==> src/rtl/layer_train_driver_pkg.sv <==
// Shared types and helpers for the layer training driver and its argmax scanner.
package layer_train_driver_pkg;

    typedef logic [7:0] zero2one_t;

    localparam zero2one_t ZERO2ONE_ONE = 8'hFF;

    typedef enum logic [2:0] {
        IDLE,
        EVAL,
        SCAN,
        LEARN,
        WRAP,
        DONE
    } drv_state_t;

    function automatic int lbl_w(input int m);
        return (m > 1) ? $clog2(m) : 1;
    endfunction

endpackage

==> src/rtl/layer_train_driver_seq_argmax.sv <==
// Sequential argmax over M elements, one element per step; ties keep the lowest index.
module seq_argmax
    import layer_train_driver_pkg::*;
#(
    parameter int M     = 37,
    parameter int LBL_W = lbl_w(M)
) (
    input  logic             clock,
    input  logic             reset,
    input  logic             start,
    input  logic             step,
    input  zero2one_t        elem,
    output logic [LBL_W-1:0] idx,
    output logic             last,
    output logic [LBL_W-1:0] result_idx
);

    logic [LBL_W-1:0] idx_q, idx_d;
    logic [LBL_W-1:0] best_idx_q, best_idx_d;
    zero2one_t        best_val_q, best_val_d;
    logic             take;

    // Element 0 always loads so a stale best from a previous scan never survives.
    always_comb begin
        take       = step && ((idx_q == '0) || (elem > best_val_q));
        last       = (idx_q == LBL_W'(M - 1));
        result_idx = take ? idx_q : best_idx_q;
        idx_d      = idx_q;
        best_idx_d = best_idx_q;
        best_val_d = best_val_q;
        if (start) begin
            idx_d = '0;
        end else if (step) begin
            idx_d = last ? '0 : idx_q + 1'b1;
            if (take) begin
                best_idx_d = idx_q;
                best_val_d = elem;
            end
        end
    end

    always_ff @(posedge clock) begin
        if (reset) begin
            idx_q      <= '0;
            best_idx_q <= '0;
            best_val_q <= '0;
        end else begin
            idx_q      <= idx_d;
            best_idx_q <= best_idx_d;
            best_val_q <= best_val_d;
        end
    end

    assign idx = idx_q;

endmodule

==> src/rtl/layer_train_driver.sv <==
// Initiator for a neuron_learn layer: present sample, settle, argmax, pulse learn, count accuracy.
// ERROR_DRIVEN_EN: when defined, the learn cycle is skipped for correctly predicted samples.
module layer_train_driver
    import layer_train_driver_pkg::*;
#(
    parameter int N      = 16,
    parameter int M      = 37,
    parameter int SETTLE = 2,
    parameter int EPOCHS = 4,
    localparam int LBL_W = lbl_w(M)
) (
    input  logic                  clock,
    input  logic                  reset,
    input  logic                  s_valid,
    output logic                  s_ready,
    input  zero2one_t [N-1:0]     s_in,
    input  logic [LBL_W-1:0]      s_label,
    input  logic                  s_last,
    output logic                  valid,
    output logic                  learn,
    output zero2one_t [N-1:0]     in,
    input  zero2one_t [M-1:0]     out,
    output zero2one_t [M-1:0]     expected_out,
    output logic [LBL_W-1:0]      pred,
    output logic [15:0]           correct_cnt,
    output logic [15:0]           sample_cnt,
    output logic [15:0]           epoch,
    output logic                  done
);

    drv_state_t        state_q, state_d;
    logic              s_ready_q, s_ready_d, valid_q, valid_d, learn_q, learn_d;
    logic              done_q, done_d, last_q, last_d;
    zero2one_t [N-1:0] in_q, in_d;
    zero2one_t [M-1:0] expected_out_q, expected_out_d;
    logic [LBL_W-1:0]  lbl_q, lbl_d, pred_q, pred_d, lbl_in;
    logic [3:0]        cnt_q, cnt_d;
    logic [15:0]       correct_q, correct_d, sample_q, sample_d, epoch_q, epoch_d;
    logic              scan_start, scan_step, scan_last, skip_learn;
    logic [LBL_W-1:0]  scan_idx, scan_result;

    seq_argmax #(.M(M), .LBL_W(LBL_W)) u_argmax (
        .clock      (clock),
        .reset      (reset),
        .start      (scan_start),
        .step       (scan_step),
        .elem       (out[scan_idx]),
        .idx        (scan_idx),
        .last       (scan_last),
        .result_idx (scan_result)
    );

    always_comb begin
        lbl_in = (32'(s_label) >= 32'(M)) ? LBL_W'(M - 1) : s_label;
`ifdef ERROR_DRIVEN_EN
        skip_learn = (scan_result == lbl_q);
`else
        skip_learn = 1'b0;
`endif
    end

    always_comb begin
        state_d        = state_q;
        s_ready_d      = s_ready_q;
        valid_d        = valid_q;
        learn_d        = 1'b0;
        expected_out_d = '0;
        done_d         = done_q;
        in_d           = in_q;
        lbl_d          = lbl_q;
        last_d         = last_q;
        cnt_d          = cnt_q;
        pred_d         = pred_q;
        correct_d      = correct_q;
        sample_d       = sample_q;
        epoch_d        = epoch_q;
        scan_start     = 1'b0;
        scan_step      = 1'b0;
        case (state_q)
            IDLE: begin
                if (s_valid) begin
                    in_d       = s_in;
                    lbl_d      = lbl_in;
                    last_d     = s_last;
                    cnt_d      = 4'(SETTLE - 1);
                    s_ready_d  = 1'b0;
                    valid_d    = 1'b1;
                    scan_start = 1'b1;
                    state_d    = EVAL;
                end
            end
            EVAL: begin
                if (cnt_q == '0) state_d = SCAN;
                else             cnt_d   = cnt_q - 1'b1;
            end
            SCAN: begin
                scan_step = 1'b1;
                if (scan_last) begin
                    pred_d   = scan_result;
                    sample_d = (sample_q == 16'hFFFF) ? sample_q : sample_q + 16'd1;
                    if (scan_result == lbl_q)
                        correct_d = (correct_q == 16'hFFFF) ? correct_q : correct_q + 16'd1;
                    if (skip_learn) begin
                        valid_d   = 1'b0;
                        s_ready_d = !last_q;
                        state_d   = last_q ? WRAP : IDLE;
                    end else begin
                        learn_d               = 1'b1;
                        expected_out_d[lbl_q] = ZERO2ONE_ONE;
                        state_d               = LEARN;
                    end
                end
            end
            LEARN: begin
                valid_d   = 1'b0;
                s_ready_d = !last_q;
                state_d   = last_q ? WRAP : IDLE;
            end
            WRAP: begin
                epoch_d   = (epoch_q == 16'hFFFF) ? epoch_q : epoch_q + 16'd1;
                correct_d = '0;
                sample_d  = '0;
                if (32'(epoch_q) + 32'd1 == 32'(EPOCHS)) begin
                    done_d  = 1'b1;
                    state_d = DONE;
                end else begin
                    s_ready_d = 1'b1;
                    state_d   = IDLE;
                end
            end
            DONE: begin
                s_ready_d = 1'b0;
            end
            default: state_d = IDLE;
        endcase
    end

    always_ff @(posedge clock) begin
        if (reset) begin
            state_q        <= IDLE;
            s_ready_q      <= 1'b1;
            valid_q        <= 1'b0;
            learn_q        <= 1'b0;
            expected_out_q <= '0;
            done_q         <= 1'b0;
            in_q           <= '0;
            lbl_q          <= '0;
            last_q         <= 1'b0;
            cnt_q          <= '0;
            pred_q         <= '0;
            correct_q      <= '0;
            sample_q       <= '0;
            epoch_q        <= '0;
        end else begin
            state_q        <= state_d;
            s_ready_q      <= s_ready_d;
            valid_q        <= valid_d;
            learn_q        <= learn_d;
            expected_out_q <= expected_out_d;
            done_q         <= done_d;
            in_q           <= in_d;
            lbl_q          <= lbl_d;
            last_q         <= last_d;
            cnt_q          <= cnt_d;
            pred_q         <= pred_d;
            correct_q      <= correct_d;
            sample_q       <= sample_d;
            epoch_q        <= epoch_d;
        end
    end

    assign s_ready      = s_ready_q;
    assign valid        = valid_q;
    assign learn        = learn_q;
    assign in           = in_q;
    assign expected_out = expected_out_q;
    assign pred         = pred_q;
    assign correct_cnt  = correct_q;
    assign sample_cnt   = sample_q;
    assign epoch        = epoch_q;
    assign done         = done_q;

endmodule

==> config.mk <==
export PLATFORM = sky130hd
export DESIGN_NAME = layer_train_driver
export DESIGN_NICKNAME = d
export VERILOG_FILES = /design/src/rtl/layer_train_driver_pkg.sv /design/src/rtl/layer_train_driver_seq_argmax.sv /design/src/rtl/layer_train_driver.sv
export SDC_FILE = /design/constraint.sdc
export NUM_CORES = 1
export LEC_CHECK = 0
export CAP_MARGIN = 25
export CORE_AREA = 3 3 354 356
export DETAILED_ROUTE_END_ITERATION = 8
export DIE_AREA = 0 0 357 359
export GPL_ROUTABILITY_DRIVEN = 0
export GPL_TIMING_DRIVEN = 0
export MAX_ROUTING_LAYER = met4
export RECOVER_POWER = 50
export SLEW_MARGIN = 25
export SYNTH_ARGS = -nofsm -noshare
export SYNTH_HDL_FRONTEND = slang
export SYNTH_SLANG_ARGS = --single-unit
==> constraint.sdc <==
create_clock -name clock -period 14.15 [get_ports clock]
set_input_delay 1.415 -clock clock [delete_from_list [all_inputs] [get_ports clock]]
set_output_delay 1.415 -clock clock [all_outputs]
set_load 0.01 [all_outputs]
## Word level (Yosys, flattened, before mapping)

Cells that the tools add are included.

- Bits in registers: 516
- Latch bits: 0
- RAM bits: 0
- Bits in read-only memories: 0
- Output and inout port bits: 482
- Word-level logic and storage cells: 161
- Memories: 0

- $add $sub $neg: 6
- Multiply operators: 0
- Div/mod/pow operators: 0
- Order comparisons: 5
- Eq/ne operators: 19
- Shift-type cells: 0
- Mux-type cells: 32
- Bitwise logic cells: 5
- Reduce and logical (&&, ||, !) cells: 26

Operators with widths:

| kind | count |
|---|---|
| $mux W16 | 5 |
| $pmux W16 S2 | 2 |
| $add A16 B1 Y16 const B | 3 |
| $bmux W8 S6 | 1 |
| $demux W8 S6 | 1 |
| $eq A16 B16 Y1 const B | 3 |
| $mux W6 | 3 |
| $pmux W3 S6 | 1 |
| $add A16 B1 Y17 const B | 1 |
| $eq A17 B3 Y1 const B | 1 |
| $mux W8 | 2 |
| $ne A2 B2 Y1 const B | 8 |
| $mux W3 | 5 |
| $lt A6 B7 Y1 const B | 2 |
| $reduce_and A2 Y1 | 6 |
| $reduce_and A3 Y1 | 4 |
| $gt A8 B8 Y1 | 1 |
| $mux W4 | 2 |
| $pmux W4 S2 | 1 |
| $reduce_and A4 Y1 | 2 |
| $mux W1 | 7 |
| $add A6 B1 Y6 const B | 1 |
| $eq A3 B2 Y1 const B | 2 |
| $eq A3 B3 Y1 const B | 2 |
| 19 further kinds | 27 |

## Logic depth before layout (Yosys ltp)

Gate-level depths: netlist of run 1.

- Depth after elaboration: 10
- Gate-level depth with buffers: 18
- Mapped depth without buffers: 13

## Hierarchy

Synthesis of run 1 repeated with hierarchy kept, for this count alone.

- Cell total of the unflattened synthesis: 1643
- Area total of the unflattened synthesis: 14575.2 um2

Modules (own cells, without submodules):

| module | instances | cells an instance | area an instance (um2) |
|---|---|---|---|
| layer_train_driver | 1 | 1511 | 13314.0 |
| seq_argmax | 1 | 132 | 1261.2 |

## Worst setup path after synthesis of run 1

Ideal clock, no wire load.

- Path kind: input port to flip-flop
- From: input port out[249] (netlist name)
- To: register correct_q[12] (netlist: correct_cnt[12])
- Data arrival time: 4773 ps
- Required time: 14080 ps
- Slack: 9307 ps
- Stages on the path: 14
- Path buffers: 1
- Cell sequence: mux4_2 mux4_2 mux2i_1 o22ai_1 ha_1 nor2b_1 o211ai_1 a21oi_1 o41ai_4 mux2i_1 o2bb2ai_1 clkbuf_1 or4_1 a21oi_1

- Cells in the longest elaborated chain, start to end: 9

RTL lines:

| item | line | source |
|---|---|---|
| from (decl) | layer_train_driver.sv:22 | `input zero2one_t [M-1:0] out,` |
| $bmux W8 S6 | layer_train_driver.sv:47 | `.elem (out[scan_idx]),` |
| $mux W8 (not written as such) | layer_train_driver.sv:47 |  |
| named net u_argmax.elem[1] | layer_train_driver_seq_argmax.sv:12 | `input zero2one_t elem,` |
| $gt A8 B8 Y1 | layer_train_driver_seq_argmax.sv:25 | `take = step && ((idx_q == '0) \|\| (elem > best_val_q));` |
| $logic_or A1 B1 Y1 | layer_train_driver_seq_argmax.sv:25 |  |
| $logic_and A1 B1 Y1 | layer_train_driver_seq_argmax.sv:25 |  |
| $mux W6 | -- |  |
| $eq A6 B6 Y1 | layer_train_driver.sv:101 | `if (scan_result == lbl_q)` |
| $ne A2 B2 Y1 (no source line) | -- |  |
| $reduce_and A4 Y1 (no source line) | -- |  |
| to (signal assigned) | layer_train_driver.sv:166 | `correct_q <= correct_d;` |
| to (decl) | layer_train_driver.sv:38 | `logic [15:0] correct_q, correct_d, sample_q, sample_d, epoch_q, epoch_d;` |

The timed path passes the listed nets, and every way through them passes these cells. The select of a mux whose other input is x is not followed.
A chain may end at the register's enable or synchronous reset.

## Worst setup path after layout of run 1

- From: register u_argmax.idx_q[1] (netlist: u_argmax.idx[1])
- To: register correct_q[0] (netlist: correct_cnt[0])

- Cells in the longest elaborated chain, start to end: 9
- Elaborated cells on any way between the ends: 12

RTL lines:

| item | line | source |
|---|---|---|
| from (decl) | layer_train_driver_seq_argmax.sv:18 | `logic [LBL_W-1:0] idx_q, idx_d;` |
| from (signal assigned) | layer_train_driver_seq_argmax.sv:48 | `idx_q <= idx_d;` |
| $bmux W8 S6 | layer_train_driver.sv:47 |  |
| $mux W8 (not written as such) | layer_train_driver.sv:47 |  |
| named net u_argmax.elem[1] | layer_train_driver_seq_argmax.sv:12 |  |
| $gt A8 B8 Y1 | layer_train_driver_seq_argmax.sv:25 |  |
| $logic_or A1 B1 Y1 | layer_train_driver_seq_argmax.sv:25 |  |
| $logic_and A1 B1 Y1 | layer_train_driver_seq_argmax.sv:25 |  |
| $mux W6 | -- |  |
| $eq A6 B6 Y1 | layer_train_driver.sv:101 |  |
| $ne A2 B2 Y1 (no source line) | -- |  |
| $reduce_and A4 Y1 (no source line) | -- |  |

The timed path passes the listed nets, and every way through them passes these cells. The select of a mux whose other input is x is not followed.

==> run metrics, run 1 <==
drt first pass iters 5; Num CTS Buffers 35; first-pass GRT wire length ~120,000 µm; Mean Syn Cell Area about 8.8 µm²; Vias 15,571; clock-pin slew on the worst setup and hold paths 0.06 ns; EDFF count, synth 0; Pwr Density approximately 90 nW/µm²; Setup Buffers After CTS 0; maxcap violations 0; TNS Setup 0 ns; Post-Syn Area 14,200 µm²; fin nets slightly above 3,000; Slew @ Worst Pin 1.31 ns; layout cells sized above 1 0.168; area share of the leading cell type in the synthesized netlist 0.362; post-synthesis sequential area ratio 0.362; total grt overflow 0; crit path DAT between 6 and 7 ns; Slew headroom 0.125; # IOs 916; CTS resizes 0; fill count 13,436; Clock Latency Late Sink between 0.5 and 0.6 ns; Wirelength per Cell 21.7 µm; Post-Synth Adder-Cell Area 0.0141; Row Count 128; # DRC 0; initial antenna violation count 63; fin crit period 6.47 ns; worst clock skew 0.0217 ns; Synth Area in Compound Gates 0.0999; critical-path maximum fanout 10; Longest Clk Path Bufs 3; Yosys warnings 0; Synth Area in Simple Gates 0.176; Hold Fails Final Rpt 0; Synth area leaders dfxtp_1 (36%), mux4_2 (14%), buf_4 (14%), nand2_1 (8.1%), a21oi_1 (5.9%); post-synth top area cell dfxtp_1; final setup margin 7.68 ns; RSZ-0062 raised after global routing false; area of placed instances 25,400 µm²; xor/xnor cell area share of the yosys netlist 0.0247; cts hold-fix bufs 0; H-tree levels 2; Setup-failing EPs final 0; dpl ws 7.68 ns; Vias/cell 3.68; max-slew violations 0; CP startpoint kind register; GRT Total Usage 0.142; Synth Net Count 2,066; multi-input logic area 6610 µm²; mux cell area share after synthesis 0.152; leak pwr 10.5 nW; Worst EP required 14.65 ns; CTS tree yes; asr flop ratio synth 0; Synth Instances 1,616; Tot Pwr between 2 and 2.5 mW; Die Width roughly 360 µm; Setup crit end kind register; main combinational cell family by area after synthesis simple AND/OR/NAND/NOR gates; die area 128,000 µm²; status finished clean; fmax 154 MHz; Most used DFF post-synth dfxtp_1; min-delay worst type register to register; maximum vdd drop 0.0873 mV; vias in the first global route 15,176; post-layout util 0.219; Yosys cell types 52; WL final 92,000 µm; Die Y 359 µm; crit path kind register to register; register area 5140 µm²; DR iter-0 viols between 1,000 and 1,500; core box area 122,000 µm²; Starting Density 0.116; PortBufs 915; remaining antenna violation count 0; fin crit share 0.457; #FFs+latches synth 257; clk sink count 257; fin area 26,700 µm²; Post-DP HPWL 78,900 µm; pin count of the biggest net entering global routing 13; area delta synth->final 87.9%; clock root buffer clkbuf_16
-- worst max-delay path: stages, from the launching register on --
cell and delay (ns):
dfxtp_1 0.33, clkbuf_1 0.52, buf_2 0.39, clkbuf_1 0.61, mux4_2 0.42, mux4_2 0.52, mux2i_1 0.44, o22ai_1 0.24
ha_1 0.34, nor2b_1 0.13, o211ai_1 0.15, a21oi_1 0.14, o41ai_4 0.59, o21ai_1 0.24, nand3b_1 0.35, clkbuf_1 0.40
buf_2 0.32, o21ai_0 0.11, a21oi_1 0.13
-- layout by cell type (no fill, tap or decap), types with 7 or more instances in the layout --
master / instances
clkbuf_16: 35
nor2b_1: 8
clkbuf_4: 36
o22ai_1: 8
nor2_1: 121
nor3_1: 21
buf_2: 16
or4_1: 13
clkdlybuf4s50_1: 600
clkbuf_1: 76
inv_1: 21
o31ai_1: 14
diode_2: 12
xor2_1: 26
nand2_1: 306
ha_1: 16
nand4_1: 19
nand2b_1: 10
buf_4: 223
a21oi_1: 168
buf_1: 15
a211oi_1: 18
dfxtp_1: 257
a31oi_1: 7
and3_1: 8
nand3_1: 22
mux4_2: 88
dlygate4sd3_1: 315
xnor2_1: 14
o21ai_0: 11
mux2i_1: 17
a22oi_1: 8
or3_1: 12
-- final timing paths --
| check | to | slack [ns] | cells after the start | startpoint |
|---|---|---|---|---|
| worst min register to register | in[89]$_SDFFE_PP0P_ | 0.45 | 2 | in[89]$_SDFFE_PP0P_ |
| worst min-delay path | in[89]$_SDFFE_PP0P_ | 0.45 | 2 | in[89]$_SDFFE_PP0P_ |
| worst max-delay path | correct_cnt[0]$_SDFFE_PP0P_ | 7.68 | 18 | u_argmax.idx[1]$_SDFFE_PP0P_ |
| worst max register to register | correct_cnt[0]$_SDFFE_PP0P_ | 7.68 | 18 | u_argmax.idx[1]$_SDFFE_PP0P_ |
-- through the flow --
| stage | hold slack (ns) | std cells |
|---|---|---|
| 2_1_floorplan | 0.443 | 1616 |
| 3_3_place_gp | 0.442 | 4156 |
| 3_5_place_dp | 0.445 | 4158 |
| 4_1_cts | 0.453 | 4218 |
| 5_1_grt | 0.471 | 4229 |
| 6_report | 0.449 | 4232 |
-- final cells by class --
cell class	count	area share
diodes	12	0.00113
plain buffers	363	0.0885
clock buffers	47	0.0364
clock inverters	13	0.00807
inverters	22	0.00310
multi-input cells	974	0.248
flip-flops and latches	257	0.193
well taps	1625	0.0762
repair buffers	919	0.346
-- cell usage after synthesis, drive strengths merged (5+ instances only) --
library cell,number
a211oi,18
a21oi,168
a22oi,8
a31oi,7
and3,8
buf,291
clkbuf,72
dfxtp,257
ha,16
inv,22
mux2i,17
mux4,88
nand2,306
nand2b,10
nand3,22
nand4,19
nor2,121
nor2b,8
nor3,22
o21ai,13
o22ai,8
o31ai,14
or2,5
or3,12
or4,13
xnor2,14
xor2,26
-- layer usage --
layer / track usage / vias to the layer above / share of wire
li1: - / 7235 / -
met1: 0.168 / 7312 / 0.42
met2: 0.231 / 871 / 0.46
met3: 0.0512 / 153 / 0.097
met4: 0.0282 / 0 / 0.022
met5: - / - / 0
-- kinds of logic after synthesis --
group           after synthesis
simple gates                566
buf+inv                     385
xor+xnor                     40
flops                       257
fa+ha+maj                    16
compound gates              247
mux                         105
-- state kept, by name, indices dropped and copies added (netlist names), 3 cells and up --
| signal | cells |
|---|---|
| correct_cnt | 16 |
| u_argmax.idx | 6 |
| epoch | 16 |
| expected_out | 37 |
| state_q | 3 |
| in | 128 |
| u_argmax.best_val_q | 8 |
| cnt_q | 4 |
| sample_cnt | 16 |
| pred | 6 |
| lbl_q | 6 |
| u_argmax.best_idx_q | 6 |
-- power breakdown --
group,switching [mW],internal (mW)
clock network,0.360,0.575
logic,0.347,0.292
registers,0.0335,0.783
total,0.740,1.65
(Power assumes the default switching activity.)
==> run 2, diff against run 1 <==
==> constraint.sdc (replaced) <==
create_clock -name clock -period 6.45 [get_ports clock]
set_input_delay 0.645 -clock clock [delete_from_list [all_inputs] [get_ports clock]]
set_output_delay 0.645 -clock clock [all_outputs]
set_load 0.01 [all_outputs]
==> run 2 against run 1 <==
Against the previous run: clock skew rose by 0.0024 ns; utilization about the same; register-to-register slack lost 7.2 ns; via count rose by 0.18%; critical path depth stayed put; global-route usage stayed put; critical endpoint is now correct_cnt[10]$_SDFFE_PP0P_; cell count grew 0.14%; sequential power rose by 120%; hold slack is essentially flat; maximum frequency increased by 7.5%; non-clock buffer count rose by 2.
==> run metrics, run 2 (synthesis gave the netlist of run 1 again) <==
status finished clean; Die Y 359 µm; initial antenna violation count 63; PortBufs 915; WL final 92,100 µm; Die Width 357 µm; layout cells sized above 1 0.171; placed insts 4,158; Max stage delay on crit path roughly 0.59 ns; clock-pin slew on the worst setup and hold paths approximately 0.05 ns; non-filler instance count after layout 4,238; critical-path maximum fanout 10; GR Util met2 0.231; min-delay worst type register to register; M3 GR Usage 0.0512; maximum vdd drop between 0.15 and 0.2 mV; critical path cell sequence clkbuf_2 > clkbuf_4 > buf_2 > mux4_2 > mux4_2 > mux2i_1 > o22ai_1 > ha_1 > nor2b_1 > o211ai_1 > a21oi_1 > o41a_1 > o21ai_1 > nand3b_1 > clkbuf_1 > buf_2 > o31ai_1 > a21oi_1; fin crit period 6.02 ns; remaining antenna violation count 0; Vias/cell 3.68; Setup-failing EPs final 0; Post-DP HPWL approximately 79,000 µm; fin area 26,700 µm²; area delta synth->final 88.1%; first-pass GRT wire length 123,000 µm; most common cell after layout, fill and taps aside clkdlybuf4s50_1; total grt overflow 0; met1 usage 0.168; Worst EP required 6.88 ns; # IOs approximately 920; clk sink count 257; Num CTS Buffers 35; register area 5140 µm²; clock root buffer clkbuf_16; Slew @ Worst Pin between 1 and 1.5 ns; multi-input logic area 6610 µm²; drt first pass iters 5; die area ~130,000 µm²; post-layout util 0.219; RSZ-0062 raised after global routing false; # DRC 0; GR peak layer met2; Clock Latency Late Sink 0.57 ns; vias in the first global route between 15,000 and 20,000; maxcap violations 0; Worst path slowest cell mux4_2; worst clock skew 0.0241 ns; pin count of the biggest net entering global routing 13; most frequent cells in the layout clkdlybuf4s50_1 (597), dlygate4sd3_1 (318), nand2_1 (306); leak pwr 10.6 nW; Wirelength per Cell roughly 22 µm; H-tree levels 2; fmax 166 MHz; crit path kind register to register; CTS tree yes; CP startpoint kind register; Longest Clk Path Bufs 3; area of placed instances 25,400 µm²; DR iter-0 viols 1,002; Hold Fails Final Rpt 0; core box area roughly 120,000 µm²; Setup crit end kind register; crit path DAT 6.46 ns; Pwr Density 196 nW/µm²; fill count 13,436; Largest register FFs ~130; Vias 15,599; fin nets 3,024; max-slew violations 0; GRT Total Usage 0.142; fin crit share 0.934; Starting Density 0.116; Row Count 128; Slew headroom 0.245
-- run 2: final cells by class --
cell class	instances	share of cell area
inverter	22	0.00309
tap	1625	0.0761
antenna	16	0.00150
clock buffer	47	0.0363
clock inverter	13	0.00806
timing repair buffer	921	0.346
sequential	257	0.193
buffer	363	0.0889
multi-input combinational	974	0.248
-- run 2: where the power goes --
part           internal, mW  switching (mW)  total (mW)
logic                 0.644           0.761        1.41
registers              1.72          0.0728        1.79
clock network          1.26           0.785        2.05
-- run 2: metal layers --
metal / up-vias / routed length [µm]
met3: 161 / 9460
met5: - / 0
li1: 7251 / -
met4: 0 / 2140
met2: 855 / 42800
met1: 7332 / 37800
-- run 2: path summary, 6_finish.rpt --
| kind | start | endpoint | slack [ns] | depth (start not counted) |
|---|---|---|---|---|
| min reg2reg | in[89]$_SDFFE_PP0P_ | in[89]$_SDFFE_PP0P_ | 0.45 | 2 |
| max | u_argmax.idx[0]$_SDFFE_PP0P_ | correct_cnt[10]$_SDFFE_PP0P_ | 0.43 | 18 |
| max reg2reg | u_argmax.idx[0]$_SDFFE_PP0P_ | correct_cnt[10]$_SDFFE_PP0P_ | 0.43 | 18 |
| min | in[89]$_SDFFE_PP0P_ | in[89]$_SDFFE_PP0P_ | 0.45 | 2 |
-- run 2: repair_timing --
action                     CTS  global route
hold endpoints to repair     0             0
buffers inserted             0             2
resized for setup            1            11
setup endpoints to repair   10            15
pin swaps                    0             1
hold buffers                 0             0
-- run 2: per-stage QoR --
| stage | setup WS [ns] | setup TNS [ns] | total power [mW] | hold slack [ns] |
|---|---|---|---|---|
| after global placement | -0.130 | -1.47 | 3.27 | 0.442 |
| after detailed placement | -0.0228 | -0.0838 | 3.28 | 0.445 |
| after floorplan | 1.90 | 0 | 2.42 | 0.443 |
| final | 0.427 | 0 | 5.24 | 0.449 |
| after global routing | 0.0575 | 0 | 5.52 | 0.471 |
| after CTS | 0.0289 | 0 | 5.39 | 0.453 |
-- run 2: worst max-delay path, delay by kind of cell, from the launching register on --
kind / cells / cell delay [ns]
multiplexers: 3 / 1.53
buffers and inverters: 5 / 1.54
AO/OA/AOI/OAI: 7 / 1.61
flip-flops: 1 / 0.39
AND/OR/NAND/NOR: 2 / 0.44
adder cells (fa/ha/maj): 1 / 0.34
